File: src/rtl/bldc_pkg.sv
// Shared types and constants for the BLDC hall-sensor front end.
//   meter_state_t : period meter states (IDLE, WARMUP, FIRST, RUN)
//   FWD_SUCC      : forward successor of each hall code (1->3->2->6->4->5->1)
//   REV_PRED      : predecessor of each hall code (reverse rotation)
//   CODE_INV_*    : the two hall codes that can never occur on a healthy motor
package bldc_pkg;

  typedef enum logic [1:0] {
    ST_IDLE   = 2'd0,
    ST_WARMUP = 2'd1,
    ST_FIRST  = 2'd2,
    ST_RUN    = 2'd3
  } meter_state_t;

  localparam logic [2:0] CODE_INV_LO = 3'b000;
  localparam logic [2:0] CODE_INV_HI = 3'b111;

  // Indexed by the current code; entries 0 and 7 map to 0 so they never match a valid code.
  localparam logic [2:0] FWD_SUCC [8] = '{3'd0, 3'd3, 3'd6, 3'd2, 3'd5, 3'd1, 3'd4, 3'd0};
  localparam logic [2:0] REV_PRED [8] = '{3'd0, 3'd5, 3'd3, 3'd1, 3'd6, 3'd4, 3'd2, 3'd0};

  function automatic logic is_invalid_code(input logic [2:0] code);
    return (code == CODE_INV_LO) || (code == CODE_INV_HI);
  endfunction

endpackage

File: src/rtl/hall_debouncer.sv
// Synchronises and debounces the three raw hall lines.
//   clk, reset      : clock, asynchronous active-high reset
//   run             : debounce active; when low the candidate and counter hold
//   hall            : raw hall lines (asynchronous to clk)
//   accept_c        : strobe, a new valid code is accepted at the end of this cycle
//   invalid_c       : strobe, a stable invalid code (000/111) has been seen (once per episode)
//   cand_code       : current debounce candidate (the code being accepted when accept_c)
//   code            : last accepted code
module hall_debouncer
  import bldc_pkg::*;
#(
  parameter int unsigned DEBOUNCE_CYCLES = 8
) (
  input  logic       clk,
  input  logic       reset,
  input  logic       run,
  input  logic [2:0] hall,
  output logic       accept_c,
  output logic       invalid_c,
  output logic [2:0] cand_code,
  output logic [2:0] code
);

  localparam int unsigned CNT_W = $clog2(DEBOUNCE_CYCLES + 1);
  localparam logic [CNT_W-1:0] CNT_LAST = CNT_W'(DEBOUNCE_CYCLES - 1);
  localparam logic [CNT_W-1:0] CNT_SAT  = CNT_W'(DEBOUNCE_CYCLES);

  logic [2:0]       sync1;
  logic [2:0]       sync2;
  logic [CNT_W-1:0] deb_cnt;
  logic             stable;
  logic             differs;
  logic             ripe;

  assign stable  = (sync2 == cand_code);
  assign differs = (cand_code != code);
  // Counter parks one past the acceptance point, so an invalid episode strobes only once.
  assign ripe    = run && stable && differs && (deb_cnt == CNT_LAST);

  assign accept_c  = ripe && !is_invalid_code(cand_code);
  assign invalid_c = ripe &&  is_invalid_code(cand_code);

  // Two-flop synchroniser, always running.
  always_ff @(posedge clk or posedge reset) begin
    if (reset) begin
      sync1 <= 3'b000;
      sync2 <= 3'b000;
    end else begin
      sync1 <= hall;
      sync2 <= sync1;
    end
  end

  // Candidate tracking, stability count and accepted code.
  always_ff @(posedge clk or posedge reset) begin
    if (reset) begin
      cand_code <= 3'b000;
      deb_cnt   <= '0;
      code      <= 3'b000;
    end else if (run) begin
      cand_code <= sync2;
      if (!stable) begin
        deb_cnt <= '0;
      end else if (differs && (deb_cnt != CNT_SAT)) begin
        deb_cnt <= deb_cnt + CNT_W'(1);
      end
      if (accept_c) begin
        code <= cand_code;
      end
    end
  end

endmodule

File: src/rtl/hall_period_meter.sv
// Measures the hall commutation period and averages it over 2^AVG_SHIFT samples.
//   clk, reset    : clock, asynchronous active-high reset
//   enable        : measurement enable (low parks the meter in IDLE)
//   hall          : raw hall sensor lines
//   period_speed  : averaged period in clock cycles (all ones when stalled)
//   period_valid  : one-cycle pulse when period_speed updates
//   stalled       : no valid transition within 2^DATA_WIDTH-1 cycles
//   direction     : 1 = forward rotation, 0 = reverse
//   hall_fault    : one-cycle pulse on an invalid code or a non-adjacent jump
module hall_period_meter
  import bldc_pkg::*;
#(
  parameter int unsigned DATA_WIDTH      = 16,
  parameter int unsigned DEBOUNCE_CYCLES = 8,
  parameter int unsigned AVG_SHIFT       = 2
) (
  input  logic                  clk,
  input  logic                  reset,
  input  logic                  enable,
  input  logic [2:0]            hall,
  output logic [DATA_WIDTH-1:0] period_speed,
  output logic                  period_valid,
  output logic                  stalled,
  output logic                  direction,
  output logic                  hall_fault
);

  localparam int unsigned DEPTH = 1 << AVG_SHIFT;
  localparam int unsigned SUM_W = DATA_WIDTH + AVG_SHIFT;
  localparam int unsigned PTR_W = (AVG_SHIFT == 0) ? 1 : AVG_SHIFT;
  localparam logic [DATA_WIDTH-1:0] CNT_MAX  = '1;
  localparam logic [PTR_W-1:0]      PTR_LAST = PTR_W'(DEPTH - 1);

  meter_state_t          state;
  logic [DATA_WIDTH-1:0] cnt;
  logic [DATA_WIDTH-1:0] ring [DEPTH];
  logic [PTR_W-1:0]      ptr;
  logic [SUM_W-1:0]      sum;
  logic                  publish;

  logic                  run;
  logic                  accept_c;
  logic                  invalid_c;
  logic [2:0]            cand_code;
  logic [2:0]            code;
  logic                  adj_fwd;
  logic                  adj_rev;

  assign run     = enable && (state != ST_IDLE);
  assign adj_fwd = (cand_code == FWD_SUCC[code]);
  assign adj_rev = (cand_code == REV_PRED[code]);

  hall_debouncer #(
    .DEBOUNCE_CYCLES (DEBOUNCE_CYCLES)
  ) u_debouncer (
    .clk       (clk),
    .reset     (reset),
    .run       (run),
    .hall      (hall),
    .accept_c  (accept_c),
    .invalid_c (invalid_c),
    .cand_code (cand_code),
    .code      (code)
  );

  // Meter FSM, period counter, averaging ring and registered outputs.
  always_ff @(posedge clk or posedge reset) begin
    if (reset) begin
      state        <= ST_WARMUP;
      cnt          <= '0;
      ptr          <= '0;
      sum          <= '0;
      publish      <= 1'b0;
      period_speed <= '1;
      period_valid <= 1'b0;
      stalled      <= 1'b1;
      direction    <= 1'b0;
      hall_fault   <= 1'b0;
      for (int i = 0; i < int'(DEPTH); i++) begin
        ring[i] <= '0;
      end
    end else begin
      period_valid <= 1'b0;
      hall_fault   <= 1'b0;
      publish      <= 1'b0;

      // Sum settled on the previous edge; present it one cycle later.
      if (publish) begin
        period_speed <= DATA_WIDTH'(sum >> AVG_SHIFT);
        period_valid <= 1'b1;
      end

      if (!enable) begin
        state <= ST_IDLE;
      end else begin
        case (state)
          ST_IDLE: begin
            state <= ST_WARMUP;
          end
          ST_WARMUP: begin
            if (accept_c) begin
              cnt   <= DATA_WIDTH'(1);
              state <= ST_FIRST;
            end
          end
          ST_FIRST, ST_RUN: begin
            // An accepted edge takes priority over counter saturation.
            if (accept_c) begin
              cnt <= DATA_WIDTH'(1);
              if (adj_fwd || adj_rev) begin
                direction <= adj_fwd;
                publish   <= 1'b1;
                if (state == ST_FIRST) begin
                  for (int i = 0; i < int'(DEPTH); i++) begin
                    ring[i] <= cnt;
                  end
                  sum     <= SUM_W'(cnt) << AVG_SHIFT;
                  ptr     <= '0;
                  stalled <= 1'b0;
                  state   <= ST_RUN;
                end else begin
                  sum       <= sum - SUM_W'(ring[ptr]) + SUM_W'(cnt);
                  ring[ptr] <= cnt;
                  ptr       <= (ptr == PTR_LAST) ? '0 : ptr + PTR_W'(1);
                end
              end else begin
                hall_fault <= 1'b1;
                state      <= ST_FIRST;
              end
            end else if (cnt == CNT_MAX) begin
              stalled      <= 1'b1;
              period_speed <= '1;
              period_valid <= 1'b1;
              state        <= ST_WARMUP;
            end else begin
              cnt <= cnt + DATA_WIDTH'(1);
            end
          end
          default: begin
            state <= ST_WARMUP;
          end
        endcase

        if (invalid_c) begin
          hall_fault <= 1'b1;
        end
      end
    end
  end

endmodule
File: config.mk
export PLATFORM = sky130hd
export DESIGN_NAME = hall_period_meter
export DESIGN_NICKNAME = d
export VERILOG_FILES = /design/src/rtl/bldc_pkg.sv /design/src/rtl/hall_debouncer.sv /design/src/rtl/hall_period_meter.sv
export SDC_FILE = /design/constraint.sdc
export NUM_CORES = 1
export LEC_CHECK = 0
export CAP_MARGIN = 5
export CORE_UTILIZATION = 62
export CTS_CLUSTER_SIZE = 14
export DETAILED_ROUTE_END_ITERATION = 6
export PLACE_DENSITY = 0.8
export SETUP_SLACK_MARGIN = 0.1
export SYNTH_ARGS = -nofsm -noshare
export SYNTH_HDL_FRONTEND = slang
export SYNTH_HIERARCHICAL = 1
export SYNTH_SLANG_ARGS = --single-unit
File: constraint.sdc
create_clock -name clk -period 11.2 [get_ports clk]
set_input_delay 2.24 -clock clk [delete_from_list [all_inputs] [get_ports clk]]
set_output_delay 2.24 -clock clk [all_outputs]
set_load 0.02 [all_outputs]
== Word-level counts from Yosys, hierarchy flattened ==
Memories as Yosys holds them, arrays and structs flattened.
Cells that the tools add are included.

* Add/subtract/negate cells: 5
* Mux-type cells: 50
* Order comparisons: 3
* Equality and inequality tests: 20
* Reduce and logical (&&, ||, !) cells: 23
* Bitwise operators: 2

{| class="wikitable"
|+ Operator list
! kind !! count
|-
| $mux W16 || 11
|-
| $bwmux W64 || 1
|-
| $mux W64 || 1
|-
| $bmux W16 S2 || 1
|-
| $demux W16 S2 || 1
|-
| $pmux W16 S2 || 1
|-
| $add A18 B16 Y18 || 1
|-
| $mux W1 || 18
|-
| $mux W18 || 1
|-
| $sub A18 B16 Y18 || 1
|-
| $add A16 B1 Y16 const B || 1
|-
| $eq A16 B16 Y1 const B || 1
|-
| $mux W2 || 8
|-
| $mux W3 || 4
|-
| $eq A3 B3 Y1 || 3
|-
| $logic_and A1 B1 Y1 || 8
|-
| $mux W4 || 2
|-
| $ne A4 B4 Y1 const B || 2
|-
| $reduce_and A4 Y1 || 2
|-
| $eq A2 B2 Y1 const B || 3
|-
| $ne A3 B3 Y1 const B || 2
|-
| $pmux W2 S3 || 1
|-
| $reduce_bool A2 Y1 || 3
|-
| $ne A5 B5 Y1 const B || 1
|-
| 21 further kinds || 25
|}

* Register bits after elaboration: 139
* Memory bits (read-only): 48
* Output and inout bits: 20
* Input port bits: 6
* Logic and storage cells: 124
* Memories kept: 2

{| class="wikitable"
|+ Memories
! memory !! words !! bits a word !! read ports !! clocked after memory_dff !! wr ports !! line !! text
|-
| (no name shown) || 8 || 3 || 1 || 0 || 0 || hall_period_meter.sv:51 || <nowiki>assign adj_rev = (cand_code == REV_PRED[code]);</nowiki>
|-
| (no name shown) || 8 || 3 || 1 || 0 || 0 || hall_period_meter.sv:50 || <nowiki>assign adj_fwd = (cand_code == FWD_SUCC[code]);</nowiki>
|}

== Depth between registers and ports, before layout ==
* Word-level depth: 11
* Gate-level depth with buffers: 14
* Mapped depth without buffers: 12

== Cells and area by module ==
Netlist, hierarchy kept.

{| class="wikitable"
|+ Modules (own cells, without submodules)
! module !! sequential area each (µm²) !! cells an instance !! area an instance (µm²) !! times used
|-
| hall_period_meter || 3100.5 || 655 || 7104.3 || 1
|-
| hall_debouncer || 400.4 || 62 || 767.0 || 1
|}

== Least setup slack after synthesis ==
Ideal clock, no wire load.

* Path type: input-to-reg
* From: in enable
* To: reg cnt[11]
* Data required time: 11.068 ns
* Buffers on the path: 2
* Arrival: 4.558 ns
* Cell stages on the path: 14
* Path slack: 6.510 ns
* Library setup time: 0.132 ns
* Cells stage by stage: clkbuf_1 o21a_1 buf_2 nand4b_1 nor3_2 nand3_1 inv_1 nor2b_1 nand3b_1 o211ai_2 nor4_1 nand3_1 xnor2_1 nor2_1

* Cells in the longest elaborated chain, start to end: 7
* Elaborated cells on any way between the ends: 10
* Classes of those cells: eq/ne (2); mux (2); reduce/logical (6)

{| class="wikitable"
|+ Ends and longest elaborated chain
! element !! line !! text
|-
| start, declared || hall_period_meter.sv:19 || <nowiki>input logic enable,</nowiki>
|-
| $logic_and A1 B1 Y1 * || hall_period_meter.sv:49 || <nowiki>assign run = enable && (state != ST_IDLE);</nowiki>
|-
| net run || hall_period_meter.sv:41 || <nowiki>logic run;</nowiki>
|-
| $logic_and A1 B1 Y1 * (3 in a row) || hall_debouncer.sv:38 || <nowiki>assign ripe = run && stable && differs && (deb_cnt == CNT_LAST);</nowiki>
|-
| $logic_and A1 B1 Y1 * || hall_debouncer.sv:40 || <nowiki>assign accept_c = ripe && !is_invalid_code(cand_code);</nowiki>
|-
| net accept_c || hall_period_meter.sv:42 || <nowiki>logic accept_c;</nowiki>
|-
| $ne A3 B3 Y1 (no line), or another cell as far along || -- ||
|-
| $reduce_and A4 Y1 (no line) / $pmux W16 S2 (equally long branches) || -- ||
|-
| end signal, assigned || hall_period_meter.sv:136 || <nowiki>cnt <= cnt + DATA_WIDTH'(1);</nowiki>
|-
| end, declared || hall_period_meter.sv:35 || <nowiki>logic [DATA_WIDTH-1:0] cnt;</nowiki>
|}

Mark *: on every way through the listed nets, which the timed path passes. The rest lies on a longest branch.
A chain may end at the register's enable or synchronous reset.

== Final worst setup path ==
* From: in enable
* To: reg ring[24] (netlist name)

* Cells in the longest elaborated chain, start to end: 6

{| class="wikitable"
|+ Ends and longest elaborated chain
! element !! line !! text
|-
| $logic_and A1 B1 Y1 || hall_period_meter.sv:49 ||
|-
| net run || hall_period_meter.sv:41 ||
|-
| $logic_and A1 B1 Y1 (3 in a row) || hall_debouncer.sv:38 ||
|-
| $logic_and A1 B1 Y1 || hall_debouncer.sv:40 ||
|-
| net accept_c || hall_period_meter.sv:42 ||
|-
| $reduce_and A4 Y1 (no line) || -- ||
|-
| end signal, assigned by index || hall_period_meter.sv:115 || <nowiki>ring[i] <= cnt;</nowiki>
|-
| end signal, assigned by index || hall_period_meter.sv:123 || <nowiki>ring[ptr] <= cnt;</nowiki>
|-
| end, declared || hall_period_meter.sv:36 || <nowiki>logic [DATA_WIDTH-1:0] ring [DEPTH];</nowiki>
|}

The timed path passes the listed nets, and every way through them passes these cells.

==> results.txt <==
- Result of the run: finished, final reports clean
* Worst Reg-to-Reg Cells: 11
* Reg clk slew, reported paths: 0.06 ns
- Capture instance of the worst register-to-register path: sum[11]
* Residual antenna-violating net count after detailed routing: 0
* Maximum clock rate: 0.180 GHz
* Launching element type of the critical path: input pin
- TritonCTS Buffers: 17
* Post-CTS Setup Bufs: 0
- Via count of the first global-routing pass: 5589
- The Yosys step of the flow raised 6 warnings.
* Minimum setup slack among reg-to-reg paths: 6.96 ns
- Biggest area contributors in the synthesized netlist: sky130_fd_sc_hd__dfrtp_1 38%, sky130_fd_sc_hd__dfstp_2 6.0%, sky130_fd_sc_hd__mux2_1 6.0%, sky130_fd_sc_hd__mux4_2 4.6%, sky130_fd_sc_hd__mux2_2 4.4%
- Each instance of the synthesized netlist takes up on average 11.0 um^2.
- The first global-routing pass estimated 28.5 mm of wire.
* Vertical die dimension: 115 um
- Setup repair after global routing left no endpoint under its margin.
- Synthesized instance count: 717
- For the worst-skew pair, the clock arrives at the later sink with an insertion delay of 0.43 ns.
- Of the available clock period, the critical path in the final layout requires 0.495.
* Static leakage: 4.07 nW
* Number of buffers inserted by hold repair at cts: 0
* Worst path required time: 11.50 ns
* Area added between synthesis and finish: 11.6%
- Post-synth top flop: sky130_fd_sc_hd__dfrtp_1
- Final number of hold-violating endpoints: 0
- The initial antenna violation count is 0.
- Via count normalized by instance count: 5.92
- The core region is 12200 um^2.
* Placed Instances: 875
- The congestion estimate from routability-driven global placement came to 0.854.
- STA classifies the critical path endpoint as a register.
- Once detailed placement completed, the half-perimeter wirelength came to 11.7 mm.
* First-pass iteration count of the detailed router: 5
* Average wire length per cell after detail routing: 18.7 um
- Die outline width: 115 um
- Power spread over the standard cell area amounts to 129 nW/um^2.
- Of the total power, registers draw 0.455.
- The clock arrives with 0.0103 ns of skew.
- Clock net sink count: 139
- During I/O placement, the number of pins put on the boundary was 26.
- Gate power share: 0.029
- IR analysis of the VDD net gives a maximum drop of 0.000145 V.
- After clock tree synthesis, the repair step resized 0 gates.
* Worst hold slack: 0.347 ns
- In this run the worst path has a maximum fanout of 37.
- Of all cell types, the one taking the most synthesized area is sky130_fd_sc_hd__dfrtp_1.
* Cell depth of the worst hold path: 0
- Total number of nets in the final design: 773
- After layout, the minimum clock period comes to 5.55 ns.
- Worst Setup SP: enable
- The internal power of the cells totals 0.873 mW.
- Max-capacitance violation count: 0
- For this run, the total global-route usage over all layers was measured as 0.289.
- Headroom to the max-slew limit came out at 0.369.
* Fraction of layout cells with a size suffix above 1: 0.157
- Top cell type's share of synthesized area: 0.385
- The critical path is of the input pin to register type.
- Summed over all nets, the switching power comes to 0.259 mW.
- Routed vias: 5372
* Routed Wire Length: 17.0 mm
- The clock tree synthesis step divided the H-tree into 4 levels.
- The cell area that synthesis handed to floorplanning was 7870 um^2.
- Of the total power, the share spent switching nets is 0.229.
- Number of distinct library cells after synthesis: 69
* Post-synthesis sequential element count: 139
- The share of total power dissipated in the clock network is 0.516.
- The startpoint identified for the worst register-to-register timing path is ptr[1].
- When the netlist entered floorplanning its net count stood at 764.
- CP Data Arrival Time: 5.84 ns
* Number of port buffers: 25
* End point of the critical path: ring[24]
* Worst Hold Class: register to register
* Number of flops mapped to enable cells by yosys: 0
* Number of remaining DRC errors: 0
- TritonCTS built the clock tree.
- The repair_antennas step left the layout with diodes totalling 0.
- Sequential share of the synthesized area: 0.445
* Maximum number of pins on one net before global-route repair: 67
- Die Footprint: 13200 um^2
* Maximum clock path buffer count: 2
- At the pin with the least slew margin, the transition time is 0.946 ns.
- Number of setup violations in the final report: 0
- The detailed router finished its first iteration with 259 violations.
* Effective utilization at floorplan: 0.645
* Count of final max-slew check failures: 0
- Standard-cell row count: 40
- The tree is rooted in a sky130_fd_sc_hd__clkbuf_16.
- Global routing finished with a remaining overflow of 0.
* Non-Filler Instances: 907
* Sum of negative setup slack: 0 ns
* Share of async-settable or async-resettable flops after synthesis: 1.00
## worst max-delay path, cell delays in order
cell and delay (ns):
sky130_fd_sc_hd__clkdlybuf4s50_1 0.67, sky130_fd_sc_hd__o21a_1 0.43, sky130_fd_sc_hd__nand4b_1 0.24, sky130_fd_sc_hd__nor3_2 0.20
sky130_fd_sc_hd__nand3_1 0.16, sky130_fd_sc_hd__inv_1 0.22, sky130_fd_sc_hd__nand4_4 0.56, sky130_fd_sc_hd__nor2_4 0.70
sky130_fd_sc_hd__mux2_1 0.40
## per-layer routing
metal / routed length [um] / global-route usage / vias up / part of all wire
met3: 926 / 0.0609 / 24 / 0.054
met5: 0 / 0 / - / 0
met1: 7760 / 0.400 / 2711 / 0.46
met2: 8060 / 0.451 / 155 / 0.47
met4: 241 / 0.107 / 0 / 0.014
li1: - / - / 2482 / -
## sequential cells by signal (all words and copies together) (netlist names), 2 cells and up
register	count
cnt	16
period_speed	16
ptr	2
ring	64
state	2
sum	18
u_debouncer/cand_code	3
u_debouncer/code	3
u_debouncer/deb_cnt	4
u_debouncer/sync1	3
u_debouncer/sync2	3
## worst min path at each step
stage / start / end / slack, ns
2_1_floorplan: u_debouncer/sync1[0] / u_debouncer/sync2[0] / 0.33
5_1_grt: u_debouncer/sync1[1] / u_debouncer/sync2[1] / 0.36
6_report: u_debouncer/sync1[1] / u_debouncer/sync2[1] / 0.35
4_1_cts: u_debouncer/sync1[1] / u_debouncer/sync2[1] / 0.35
3_5_place_dp: u_debouncer/sync1[1] / u_debouncer/sync2[1] / 0.33
3_3_place_gp: u_debouncer/sync1[1] / u_debouncer/sync2[1] / 0.34
## power groups by stage
stage	clock [mW]	combinational, mW	sequential (mW)
after floorplan	0	0.0298	0.518
after global placement	0	0.0318	0.522
after detailed placement	0	0.0334	0.523
after CTS	0.590	0.0338	0.514
after global routing	0.614	0.0374	0.515
final	0.584	0.0331	0.514
## layout make-up
cell class                 instances  area, um^2
clock buffer                      17         425
tap                              168         210
timing repair buffer              28         273
sequential                       139        3500
multi-input combinational        466        3900
clock inverter                    15         189
fill                             872        3430
inverter                          74         280
## per-stage QoR
stage	utilization	area [um^2]	power [mW]	setup WS, ns
CTS	0.719	8780	1.14	5.74
floorplan	-	7870	0.548	5.72
global route	0.719	8780	1.17	5.39
detailed placement	0.669	8170	0.557	5.28
finish	0.719	8780	1.13	5.65
global placement	0.669	8170	0.554	5.44
## logic make-up after synthesis
logic type               synth area share
buffers and inverters              0.0594
multiplexers                        0.171
AO/OA/AOI/OAI                      0.0823
XOR/XNOR                           0.0378
flip-flops                          0.445
adder cells (fa/ha/maj)            0.0804
AND/OR/NAND/NOR                     0.125
## cell usage after synthesis (2+ instances only)
cell / n
sky130_fd_sc_hd__a21o_1: 8
sky130_fd_sc_hd__nor4_1: 2
sky130_fd_sc_hd__buf_2: 11
sky130_fd_sc_hd__a21oi_1: 22
sky130_fd_sc_hd__and4bb_1: 4
sky130_fd_sc_hd__mux2i_1: 16
sky130_fd_sc_hd__xnor2_1: 22
sky130_fd_sc_hd__nor2_1: 38
sky130_fd_sc_hd__mux2_2: 31
sky130_fd_sc_hd__nor3_1: 13
sky130_fd_sc_hd__o21a_1: 5
sky130_fd_sc_hd__mux4_2: 16
sky130_fd_sc_hd__nor2_4: 4
sky130_fd_sc_hd__fa_1: 16
sky130_fd_sc_hd__nand4b_1: 2
sky130_fd_sc_hd__nor4bb_1: 2
sky130_fd_sc_hd__xor2_1: 12
sky130_fd_sc_hd__or3_1: 3
sky130_fd_sc_hd__buf_6: 4
sky130_fd_sc_hd__o31ai_1: 2
sky130_fd_sc_hd__o221ai_1: 2
sky130_fd_sc_hd__nand2_1: 65
sky130_fd_sc_hd__a21boi_0: 3
sky130_fd_sc_hd__inv_1: 73
sky130_fd_sc_hd__o211ai_1: 2
sky130_fd_sc_hd__nand3_1: 17
sky130_fd_sc_hd__a31oi_1: 4
sky130_fd_sc_hd__a211oi_1: 9
sky130_fd_sc_hd__a221oi_1: 2
sky130_fd_sc_hd__dfrtp_1: 121
sky130_fd_sc_hd__clkbuf_1: 21
sky130_fd_sc_hd__a22o_1: 2
sky130_fd_sc_hd__ha_1: 25
sky130_fd_sc_hd__o21ai_1: 7
sky130_fd_sc_hd__and3_1: 8
sky130_fd_sc_hd__dfstp_2: 18
sky130_fd_sc_hd__and2_1: 2
sky130_fd_sc_hd__o21ai_0: 17
sky130_fd_sc_hd__o21bai_1: 3
sky130_fd_sc_hd__nand4_1: 5
sky130_fd_sc_hd__nor2b_1: 6
sky130_fd_sc_hd__nand2b_1: 3
sky130_fd_sc_hd__mux2_1: 42
sky130_fd_sc_hd__nor3_2: 2
## placed cells by master (no fill, tap or decap), drive strengths merged, types with 4 or more instances in the layout
cell type,instances
a21o,8
xor2,12
fa,16
a21oi,22
nor2,42
mux4,16
xnor2,22
o21ai,24
inv,79
nor2b,6
or3,4
clkdlybuf4s50,25
a211oi,9
nand4,6
nor3,15
dfstp,18
a31oi,4
clkinvlp,4
clkbuf,17
o21a,5
and3,9
nand3,18
mux2i,16
nand2,65
mux2,73
and4bb,4
ha,25
dfrtp,121
Note: power is estimated with default switching activity, not from simulation.
